**src/rtl/key_event_decoder.sv**
```systemverilog
// Turns debounced key edges into single, double and long-press events.
// The result sits in a one-entry register that is drained through a valid/ready handshake.
//
// state       | meaning
// ------------+----------------------------------------------------------
// S_IDLE      | no gesture in progress
// S_PRESS1    | first press held, timing toward a long press
// S_WAIT2     | short press released, timing the double-click window
// S_PRESS2    | second press held, its release completes a double click
// S_LONG_HOLD | long press already reported, waiting for the release
module key_event_decoder #(
    parameter int LONG_CNT = 50_000_000,
    parameter int DBL_CNT  = 15_000_000,
    parameter int CW       = $clog2((LONG_CNT > DBL_CNT) ? LONG_CNT : DBL_CNT)
) (
    input  logic       clk,
    input  logic       rst,
    input  logic       key_flag,
    input  logic       key_state,
    output logic       evt_valid,
    output logic [1:0] evt_code,
    input  logic       evt_ready,
    output logic       evt_overrun,
    output logic       busy
);

    typedef enum logic [2:0] {
        S_IDLE,
        S_PRESS1,
        S_WAIT2,
        S_PRESS2,
        S_LONG_HOLD
    } state_t;

    localparam logic [1:0] EVT_NONE   = 2'b00;
    localparam logic [1:0] EVT_SINGLE = 2'b01;
    localparam logic [1:0] EVT_DOUBLE = 2'b10;
    localparam logic [1:0] EVT_LONG   = 2'b11;

    localparam logic [CW-1:0] LONG_LAST = CW'(LONG_CNT - 1);
    localparam logic [CW-1:0] DBL_LAST  = CW'(DBL_CNT - 1);

    state_t          r_state;
    state_t          w_next;
    logic [CW-1:0]   r_cnt;
    logic            w_press;
    logic            w_release;
    logic            w_emit;
    logic [1:0]      w_emit_code;
    logic            r_valid;
    logic [1:0]      r_code;
    logic            r_overrun;

    assign w_press   = key_flag & ~key_state;
    assign w_release = key_flag &  key_state;

    // Releases take priority over the long timeout, presses over the double-click timeout.
    always_comb begin
        w_next      = r_state;
        w_emit      = 1'b0;
        w_emit_code = EVT_NONE;
        case (r_state)
            S_IDLE: begin
                if (w_press) w_next = S_PRESS1;
            end
            S_PRESS1: begin
                if (w_release) begin
                    w_next = S_WAIT2;
                end else if (r_cnt == LONG_LAST) begin
                    w_next      = S_LONG_HOLD;
                    w_emit      = 1'b1;
                    w_emit_code = EVT_LONG;
                end
            end
            S_WAIT2: begin
                if (w_press) begin
                    w_next = S_PRESS2;
                end else if (r_cnt == DBL_LAST) begin
                    w_next      = S_IDLE;
                    w_emit      = 1'b1;
                    w_emit_code = EVT_SINGLE;
                end
            end
            S_PRESS2: begin
                if (w_release) begin
                    w_next      = S_IDLE;
                    w_emit      = 1'b1;
                    w_emit_code = EVT_DOUBLE;
                end
            end
            S_LONG_HOLD: begin
                if (w_release) w_next = S_IDLE;
            end
            default: w_next = S_IDLE;
        endcase
    end

    always_ff @(posedge clk) begin
        if (rst) begin
            r_state <= S_IDLE;
            r_cnt   <= '0;
        end else begin
            r_state <= w_next;
            if (w_next != r_state)
                r_cnt <= '0;
            else if (r_state == S_PRESS1 || r_state == S_WAIT2)
                r_cnt <= r_cnt + 1'b1;
        end
    end

    // An emitted event only fits if the slot is empty or being drained this cycle.
    always_ff @(posedge clk) begin
        if (rst) begin
            r_valid   <= 1'b0;
            r_code    <= EVT_NONE;
            r_overrun <= 1'b0;
        end else begin
            r_overrun <= 1'b0;
            if (w_emit) begin
                if (!r_valid || evt_ready) begin
                    r_valid <= 1'b1;
                    r_code  <= w_emit_code;
                end else begin
                    r_overrun <= 1'b1;
                end
            end else if (r_valid && evt_ready) begin
                r_valid <= 1'b0;
                r_code  <= EVT_NONE;
            end
        end
    end

    assign evt_valid   = r_valid;
    assign evt_code    = r_code;
    assign evt_overrun = r_overrun;
    assign busy        = (r_state != S_IDLE);

endmodule

```
**config.mk**
```make
export PLATFORM = sky130hd
export DESIGN_NAME = key_event_decoder
export DESIGN_NICKNAME = d
export VERILOG_FILES = /design/src/rtl/key_event_decoder.sv
export SDC_FILE = /design/constraint.sdc
export NUM_CORES = 1
export LEC_CHECK = 0
export ABC_AREA = 1
export CAP_MARGIN = 20
export CORE_UTILIZATION = 54
export DETAILED_ROUTE_END_ITERATION = 10
export PLACE_DENSITY = 0.72
export SYNTH_ARGS = -nofsm -noshare
export SYNTH_HDL_FRONTEND = slang
export SYNTH_SLANG_ARGS = --single-unit
```
**constraint.sdc**
```tcl
create_clock -name clk -period 1.7 [get_ports clk]
set_input_delay 0.17 -clock clk [delete_from_list [all_inputs] [get_ports clk]]
set_output_delay 0.17 -clock clk [all_outputs]
set_load 0.1 [all_outputs]
```
==> Yosys cells after proc, flatten, opt, wreduce, memory -nomap -nowiden <==
Index checks and enable logic that the tools add are counted.
{ "word_totals": {"regBits": 33, "in_bits": 5, "out_inout_bits": 5, "wordCells": 55} }
{ "op_classes": {"n_addsub": 1, "eq_ne": 8, "mux": 26, "n_bitwise": 4, "n_reduce_logical": 11} }
{ "op_table": {"columns": ["op", "n"], "rows": [
  ["$add 26x1->26 const B", 1],
  ["$eq 26x24->1 const B", 1],
  ["$eq 26x26->1 const B", 1],
  ["$mux 3", 6],
  ["$mux 2", 6],
  ["$pmux 3 s4", 1],
  ["$mux 1", 11],
  ["$eq 3x2->1 const B", 2],
  ["$pmux 2 s3", 1],
  ["$reduce_or 2->1", 3],
  ["$eq 3x1->1 const B", 1],
  ["$eq 3x3->1 const B", 1],
  ["$logic_not 3->1", 1],
  ["$ne 3x3->1", 1],
  ["$pmux 1 s3", 1],
  ["$reduce_bool 3->1", 1],
  ["$and 1x1->1", 2],
  ["$logic_or 1x1->1", 2],
  ["$ne 2x1->1 const B", 1],
  ["$not 1->1", 2],
  ["$reduce_and 2->1", 1],
  ["$reduce_bool 2->1", 1],
  ["$logic_and 1x1->1", 1],
  ["$logic_not 1->1", 1]
]} }

==> Logic depth before layout (Yosys ltp) <==
Gate-level depths: netlist of the first run.
{ "depth": {"depth_word": 6, "mapped_depth": 13, "ltp_nobuf": 12} }

==> Worst setup path before layout of the first run <==
OpenSTA, ideal clock, no wires.
{ "synth_timing": {"kind": "register to register", "startpoint": "register r_valid (netlist: evt_valid)", "endpoint": "register r_code[1] (netlist: evt_code[1])", "arrival_ns": 1.574, "t_required_ns": 1.581, "path_slack_ns": 0.007, "stages_incl_launch_ff": 6, "synth_period_minus_slack_ns": 1.693, "path_cell_list": "dfxtp_1 > inv_1 > nor2_1 > inv_1 > a21oi_1 > nor2_1"} }
{ "synth_via": {"elab_chain_len": 4, "elab_cells_between_ends": 6, "cone_classes": "eq/ne: 1; reduce/logical: 5"} }
{ "synth_lines": {"columns": ["item", "line_no", "text"], "rows": [
  ["start: declaration", "50", "logic r_valid;"],
  ["start signal: assignment", "114", "r_valid <= 1'b0;"],
  ["start signal: assignment", "121", "r_valid <= 1'b1;"],
  ["start signal: assignment", "127", "r_valid <= 1'b0;"],
  ["$logic_not 1->1", "120", "if (!r_valid || evt_ready) begin"],
  ["$logic_or 1x1->1", "120", null],
  ["$ne 2x1->1 (no source line)", null, null],
  ["$reduce_and 2->1 (no source line) *", null, null],
  ["end signal: assignment", "122", "r_code <= w_emit_code;"],
  ["end: declaration", "51", "logic [1:0] r_code;"]
]} }
Mark *: on every way between the ends. The rest lies on a longest branch, timed or not.
A chain may end at the register's enable or synchronous reset.

==> Final worst setup path of the first run <==
{ "layout_timing": {"startpoint": "register r_cnt[24]", "endpoint": "register r_cnt[19]"} }
{ "layout_via": {"elab_chain_len": 6, "elab_cells_between_ends": 9, "cone_classes": "eq/ne: 3; mux: 5; reduce/logical: 1"} }
{ "layout_lines": {"columns": ["item", "line_no", "text"], "rows": [
  ["start: declaration", "45", "logic [CW-1:0] r_cnt;"],
  ["start signal: assignment", "107", "r_cnt <= r_cnt + 1'b1;"],
  ["$eq 26x24->1 or $eq 26x26->1 (tied branches)", "78, 69", null],
  ["$mux 3, on equally long branches", "78, 69", null],
  ["$mux 3, on equally long branches", "76, 67", null],
  ["$pmux 3 s4 *", "62", "case (r_state)"],
  ["$ne 3x3->1 *", "104", "if (w_next != r_state)"],
  ["$reduce_or 2->1 (no source line) *", null, null]
]} }
Marked as above.

==> results of run 1 <==
metal layers:
layer | GRT usage (%) | part of all wire (%)
met3 | 5.38 | 4.3
met1 | 31.4 | 43
met4 | 14.4 | 3.5
met2 | 43.4 | 49
met5 | 0 | 0
synthesized netlist by cell type:
cell type and n:
a21oi_1 4, a221oi_1 1, buf_12 2, clkinv_2 1, dfxtp_1 33, ha_1 1, inv_1 39, inv_2 5
inv_4 1, mux2i_1 1, nand2_1 59, nand2_2 1, nand2_4 2, nand3_1 23, nand3_2 3, nand3_4 1
nand3b_1 1, nand3b_4 1, nand4_1 5, nor2_1 49, nor2_2 9, nor2_4 23, nor3_1 5, nor3_2 1
nor4b_1 1, o2111ai_1 1, o211ai_1 1, o21a_1 1, o21ai_0 1, or2_2 2, xnor2_1 4, xor2_1 19
final cells by class:
type | count | area (um^2) | share of cell area [%]
Inverter | 46 | 180 | 6.18
Sequential cell | 33 | 683 | 23.4
Tap cell | 48 | 60.1 | 2.06
Timing Repair Buffer | 46 | 467 | 16.0
Clock inverter | 1 | 5.00 | 0.172
Clock buffer | 7 | 96.3 | 3.30
Multi-Input combinational cell | 220 | 1420 | 48.8
metrics by stage:
| step | cell area, um^2 | hold WS [ps] | cells |
|---|---|---|---|
| after floorplan | 2190 | 239 | 301 |
| after global placement | 2510 | 475 | 379 |
| after detailed placement | 2510 | 477 | 379 |
| after CTS | 2740 | 498 | 390 |
| after global routing | 2920 | 531 | 401 |
| final | 2920 | 504 | 401 |
state kept, by name, indices dropped and copies added, names as in the netlist:
name	flops
evt_code	2
evt_overrun	1
r_state	3
r_cnt	26
evt_valid	1
power by group through the flow:
stage | Sequential [mW] | Combinational [mW] | Clock, mW
finish | 0.781 | 0.270 | 0.659
global route | 0.781 | 0.284 | 0.697
CTS | 0.785 | 0.257 | 0.658
detailed placement | 0.800 | 0.197 | 0
global placement | 0.800 | 0.195 | 0
floorplan | 0.801 | 0.140 | 0
worst paths after layout:
| check | cells past startpoint | startpoint | to | slack [ps] |
|---|---|---|---|---|
| worst max-delay path | 12 | r_cnt[24] | r_cnt[19] | -5 |
| worst min-delay path | 2 | evt_code[1] | evt_code[1] | 500 |
| worst max register to register | 12 | r_cnt[24] | r_cnt[19] | -5 |
| worst min register to register | 2 | evt_code[1] | evt_code[1] | 500 |
logic make-up after synthesis:
| kind of cell | after synthesis | share of synthesized area, % |
|---|---|---|
| AO/OA/AOI/OAI | 9 | 2.63 |
| flip-flops | 33 | 30.2 |
| adder cells (fa/ha/maj) | 1 | 0.572 |
| AND/OR/NAND/NOR | 186 | 47.0 |
| buffers and inverters | 48 | 9.90 |
| multiplexers | 1 | 0.458 |
| XOR/XNOR | 23 | 9.22 |
timing repair:
item                       in CTS  in global routing
pin swaps                       4                 18
gates resized for setup        16                 34
setup buffers                   1                 11
cloned                          2                  0
setup endpoints to repair      18                 27
worst max-delay path, delay by kind of cell, from the launching register on:
family	cells	cell delay [ps]
compound gates	1	130
simple gates	8	750
flops	1	330
buf+inv	3	360
==> results by group, run 1 <==
Synthesis
  • Top-area cell type share of the netlist area: 30.2%
  • Syn Area/Cell: 7.26 um^2
  • Area contributors post-synth: dfxtp_1, nor2_4, nand2_1, nor2_1, xor2_1
  • Syn Nets: 307
  • Ys Warns: 0
  • Yosys reg bits: 33
  • Unique masters post-synth: 32
  • Area leader, netlist: dfxtp_1
  • Post-synthesis sequential area ratio: 30.2%
  • Cells after synthesis: 301
  • Mapped Area: 2190 um^2

Timing
  • Setup tns final: -15.0 ps
  • Final period utilization: 100%
  • RSZ-0062 raised after global routing: true
  • Slew @ Worst Pin: 334 ps
  • Fin worst setup slack: -5.47 ps
  • Setup Skew: 4.81 ps
  • Max-slew violations: 0
  • Hold Fails Final Rpt: 0
  • Post-layout min period: 1710 ps
  • FMAX: 0.586 GHz
  • Final setup viols: 4
  • Slew Limit Headroom: 77.5%

Setup path
  • Worst EP required: 1880 ps
  • Critical path's slowest cell: dfxtp_2
  • Crit path DAT: 1890 ps
  • Max incr delay on CP: 330 ps
  • CP Launch Type: flop
  • Worst path cell trace: inv_2 > nand2_2 > nor2_4 > nand3_2 > nor2_2 > nand3_1 > nand2_2 > o211ai_1 > nand2_4 > buf_12 > buf_12 > nor2_1
  • Crit path kind: reg -> reg
  • Worst setup EP type: flop
  • Worst-path fanout max: 7

Clocking
  • CTS Root Cell: clkbuf_8
  • CTS Buf Count: 5
  • Clock buffer depth: 2
  • Worst-skew pair later-pin latency: 290 ps
  • CTS sink count: 33
  • Clk pin slew, worst setup/hold paths: 70 ps
  • H-tree Lvls: 2
  • CTS tree: done
  • Hold-fix buffers at CTS: 0

Pwr
  • Combinational power share: 15.8%
  • Clock power share: 38.5%
  • Psw: 443 uW
  • PwrDens: 587 nW/um^2
  • Int Pwr: 1.27 mW
  • Leakage power figure: 1.13 nW
  • VDD IR max: 0.000426 V
  • Flop pwr share: 45.7%
  • Total power: 1.71 mW
  • Sw Ratio: 25.9%

Place
  • Buffers on Ports: 9
  • Dpl ws: -175 ps
  • RD Place Congestion: 0.975
  • DP HPWL: 3.65 mm

Layout
  • Final Net Count: 358
  • Syn-to-layout area delta: 33.4%
  • Share of cells above drive strength 1: 39.1%
  • Commonest non-fill, non-tap cell in the layout: nand2_1
  • Ant. Diodes: 0
  • FILL cells: 260
  • Final Util: 77.3%
  • Most frequent cells in the layout: nand2_1, nor2_1, inv_1

Worst hold path
  • Hold Path Class: reg -> reg

Global route
  • Vias in the first global route: 1964
  • Largest net degree at the start of global routing: 11
  • Gr ovfl total: 0
  • Antenna violations before repair: 0
  • Total GRT Usage: 26.2%
  • First-pass GRT wire length: 8.40 mm

Drt
  • Post-route ant nets: 0
  • DRT Wirelength: 5.45 mm
  • Vias per inst: 5.09
  • DR pass1 iterations: 4
  • Routed wire per std cell: 13.6 um
  • Remaining DRCs: 0
  • DRT iter0 DRCs: 208
  • Vias after detailed routing: 2042

Floorplanning
  • Die outline width: 65.6 um
  • Die area: 4310 um^2
  • Initial core utilization: 58.0%
  • Row cnt: 22
  • Core area: 3770 um^2
  • I/O Pins: 10
  • Die height: 65.6 um

Status
  • Status: complete, but fails checks
  • Failing checks: setup timing

Run
  • Max-cap violations: 0
(Power assumes the default switching activity.)
==> inputs of run 2 (changes only) <==
- CORE_UTILIZATION: 54 -> 60
- PLACE_DENSITY: 0.72 -> 0.76
- clock period: 1.7 -> 2.2 ns (I/O delays scaled with it)
==> run 2 against run 1 <==
- the flow now finishes without violations
- sequential power fell by 23%
- fmax fell by 8.5%
- critical path depth rose by 1
- register-to-register slack improved by 340 ps
- via count fell by 12%
- final area fell by 19%
- die area fell by 9.7%
- routed wire length fell by 25%
- non-clock buffer count fell by 36
- sequential share of layout area rose by 4.4 points
- highest routed layer unchanged
==> results by group, run 2 (same netlist as run 1, synthesis figures left out) <==
Worst hold path
  • Hold depth: 2 (unchanged)
  • Launch point of the worst hold path: evt_code[1] (unchanged)
  • Hold Path Class: reg -> reg (unchanged)
  • Worst Hold End: evt_code[1] (unchanged)

Clocking
  • Clk pin slew, worst setup/hold paths: 100 ps (was 70 ps)
  • Worst-skew pair later-pin latency: 340 ps (was 290 ps)
  • PostCTS Resize Cnt: 0 (was 16)
  • Setup Buffers After CTS: 0 (was 1)
  • CTS sink count: 33 (unchanged)
  • CTS tree: done (unchanged)
  • H-tree Lvls: 2 (unchanged)
  • CTS Buf Count: 5 (unchanged)
  • Clock buffer depth: 2 (unchanged)
  • Hold-fix buffers at CTS: 0 (unchanged)
  • CTS Root Cell: clkbuf_4 (was clkbuf_8)

Pwr
  • Flop pwr share: 52.0% (was 45.7%)
  • Combinational power share: 10.7% (was 15.8%)
  • Psw: 295 uW (was 443 uW)
  • VDD IR max: 0.000323 V (was 0.000426 V)
  • Total power: 1.16 mW (was 1.71 mW)
  • Sw Ratio: 25.4% (was 25.9%)
  • Int Pwr: 867 uW (was 1.27 mW)
  • PwrDens: 490 nW/um^2 (was 587 nW/um^2)
  • Clock power share: 37.2% (was 38.5%)
  • Leakage power figure: 0.873 nW (was 1.13 nW)

Timing
  • Max-slew violations: 0 (unchanged)
  • Slew @ Worst Pin: 338 ps (was 334 ps)
  • Hold Fails Final Rpt: 0 (unchanged)
  • FMAX: 0.536 GHz (was 0.586 GHz)
  • Slew Limit Headroom: 77.3% (was 77.5%)
  • RSZ-0062 raised after global routing: false (was true)
  • Setup tns final: 0 ps (was -15.0 ps)
  • Final period utilization: 84.7% (was 100%)
  • Setup Skew: 3.71 ps (was 4.81 ps)
  • Post-layout min period: 1860 ps (was 1710 ps)
  • Final setup viols: 0 (was 4)

Floorplanning
  • I/O Pins: 10 (unchanged)
  • Die height: 62.4 um (was 65.6 um)
  • Initial core utilization: 64.0% (was 58.0%)
  • Row cnt: 21 (was 22)
  • Die area: 3890 um^2 (was 4310 um^2)
  • Core area: 3420 um^2 (was 3770 um^2)
  • Die outline width: 62.4 um (was 65.6 um)

Global route
  • Vias in the first global route: 1698 (was 1964)
  • GR Util met1: 30.0% (was 31.4%)
  • First-pass GRT wire length: 7.25 mm (was 8.40 mm)
  • Gr ovfl total: 0 (unchanged)
  • Antenna violations before repair: 0 (unchanged)
  • Largest net degree at the start of global routing: 27 (was 11)
  • GR peak layer: met2 (unchanged)
  • GR Util met2: 38.6% (was 43.4%)
  • GRT met3 Usage: 4.96% (was 5.38%)
  • Total GRT Usage: 23.4% (was 26.2%)

Drt
  • DRT iter0 DRCs: 77 (was 208)
  • DRT Wirelength: 4.11 mm (was 5.45 mm)
  • Post-route ant nets: 0 (unchanged)
  • Remaining DRCs: 0 (unchanged)
  • Routed wire per std cell: 11.4 um (was 13.6 um)
  • DR pass1 iterations: 4 (unchanged)
  • Vias after detailed routing: 1807 (was 2042)
  • Vias per inst: 4.99 (was 5.09)

Layout
  • Share of cells above drive strength 1: 19.9% (was 39.1%)
  • Commonest non-fill, non-tap cell in the layout: nand2_1 (unchanged)
  • Final Net Count: 322 (was 358)
  • Syn-to-layout area delta: 8.59% (was 33.4%)
  • FILL cells: 302 (was 260)
  • Most flop-heavy register: r_cnt (unchanged)
  • Max FFs per register: 26 (unchanged)
  • Ant. Diodes: 0 (unchanged)
  • Final Util: 69.5% (was 77.3%)
  • Most frequent cells in the layout: nand2_1, nor2_1, inv_1 (unchanged)

Setup path
  • Critical path's slowest cell: dfxtp_1 (was dfxtp_2)
  • Crit path kind: reg -> reg (unchanged)
  • Slack of the worst reg-to-reg path: 340 ps (was -5 ps)
  • Max incr delay on CP: 370 ps (was 330 ps)
  • Worst path cell trace: ha_1 > nand3_4 > clkinv_2 > nand2_1 > nor2_2 > nand2_1 > nand2_1 > nand3_1 > nand2_1 > nor2_2 > nand2_4 > buf_12 > nor2_1 (was inv_2 > nand2_2 > nor2_4 > nand3_2 > nor2_2 > nand3_1 > nand2_2 > o211ai_1 > nand2_4 > buf_12 > buf_12 > nor2_1)
  • Worst-path fanout max: 26 (was 7)
  • R2R Path Start: r_cnt[1] (was r_cnt[24])
  • Instance count on the critical path: 13 (was 12)
  • FF-to-FF End: r_cnt[18] (was r_cnt[19])
  • CP Launch Type: flop (unchanged)
  • Buf/Inv on CP: 2 (was 3)
  • Cell mode on critical path: nand2_1
  • Crit path DAT: 2090 ps (was 1890 ps)
  • Worst setup EP type: flop (unchanged)
  • Reg2reg path depth: 13 (was 12)
  • Worst EP required: 2430 ps (was 1880 ps)
  • CP top delay family: simple AND/OR/NAND/NOR gates (unchanged)

Place
  • RD Place Congestion: 0.865 (was 0.975)
  • Buffers on Ports: 9 (unchanged)
  • DP HPWL: 3.18 mm (was 3.65 mm)

Status
  • Status: completed (was complete, but fails checks)

Run
  • Max-cap violations: 0 (unchanged)
==> run 2: changes by cell type in the layout (fill, tap and decap cells not counted), sizes merged <==
cell    before  now
bufinv       0    1
bufbuf       1    0
clkbuf       7    5
buf         41    6
==> run 2: power groups by stage <==
stage	sequential, mW	combinational (mW)	clock (mW)
floorplan	0.619	0.108	0
global placement	0.619	0.125	0
detailed placement	0.619	0.126	0
CTS	0.605	0.126	0.440
global route	0.606	0.134	0.459
finish	0.605	0.125	0.433
==> run 2: worst max-delay path by stage <==
stage	to	slack, ps	startpoint
3_3_place_gp	r_cnt[19]	370	key_flag
2_1_floorplan	evt_code[1]	510	evt_valid
6_report	r_cnt[18]	340	r_cnt[1]
5_1_grt	r_cnt[16]	150	r_cnt[1]
3_5_place_dp	r_cnt[16]	310	key_flag
4_1_cts	r_cnt[16]	320	r_cnt[1]
==> run 2: tightest hold or removal path, stage by stage, from the launching register on <==
cell     delay [ps]
dfxtp_1         330
a21oi_1         110
nor2_1           60
==> run 2: layer usage <==
layer,vias up,part of all wire [%]
li1,956,-
met3,8,3.1
met5,-,0
met4,0,1.4
met1,818,50
met2,25,45
==> run 2: per-stage QoR <==
stage | setup slack (ps) | cells | hold WS, ps | area, um^2
global route | 154 | 362 | 533 | 2370
global placement | 373 | 355 | 498 | 2300
CTS | 318 | 362 | 521 | 2370
floorplan | 507 | 301 | 289 | 2190
finish | 336 | 362 | 521 | 2370
detailed placement | 306 | 355 | 500 | 2300
==> run 2: area by class of cell <==
type                    instances  area, um^2  share of cell area, %
clock inverters                 2        35.0                   1.48
well taps                      46        57.6                   2.42
clock buffers                   5        37.5                   1.58
inverters                      46         176                   7.43
repair buffers                 10        97.6                   4.11
multi-input cells             220        1310                   55.1
flip-flops and latches         33         661                   27.8
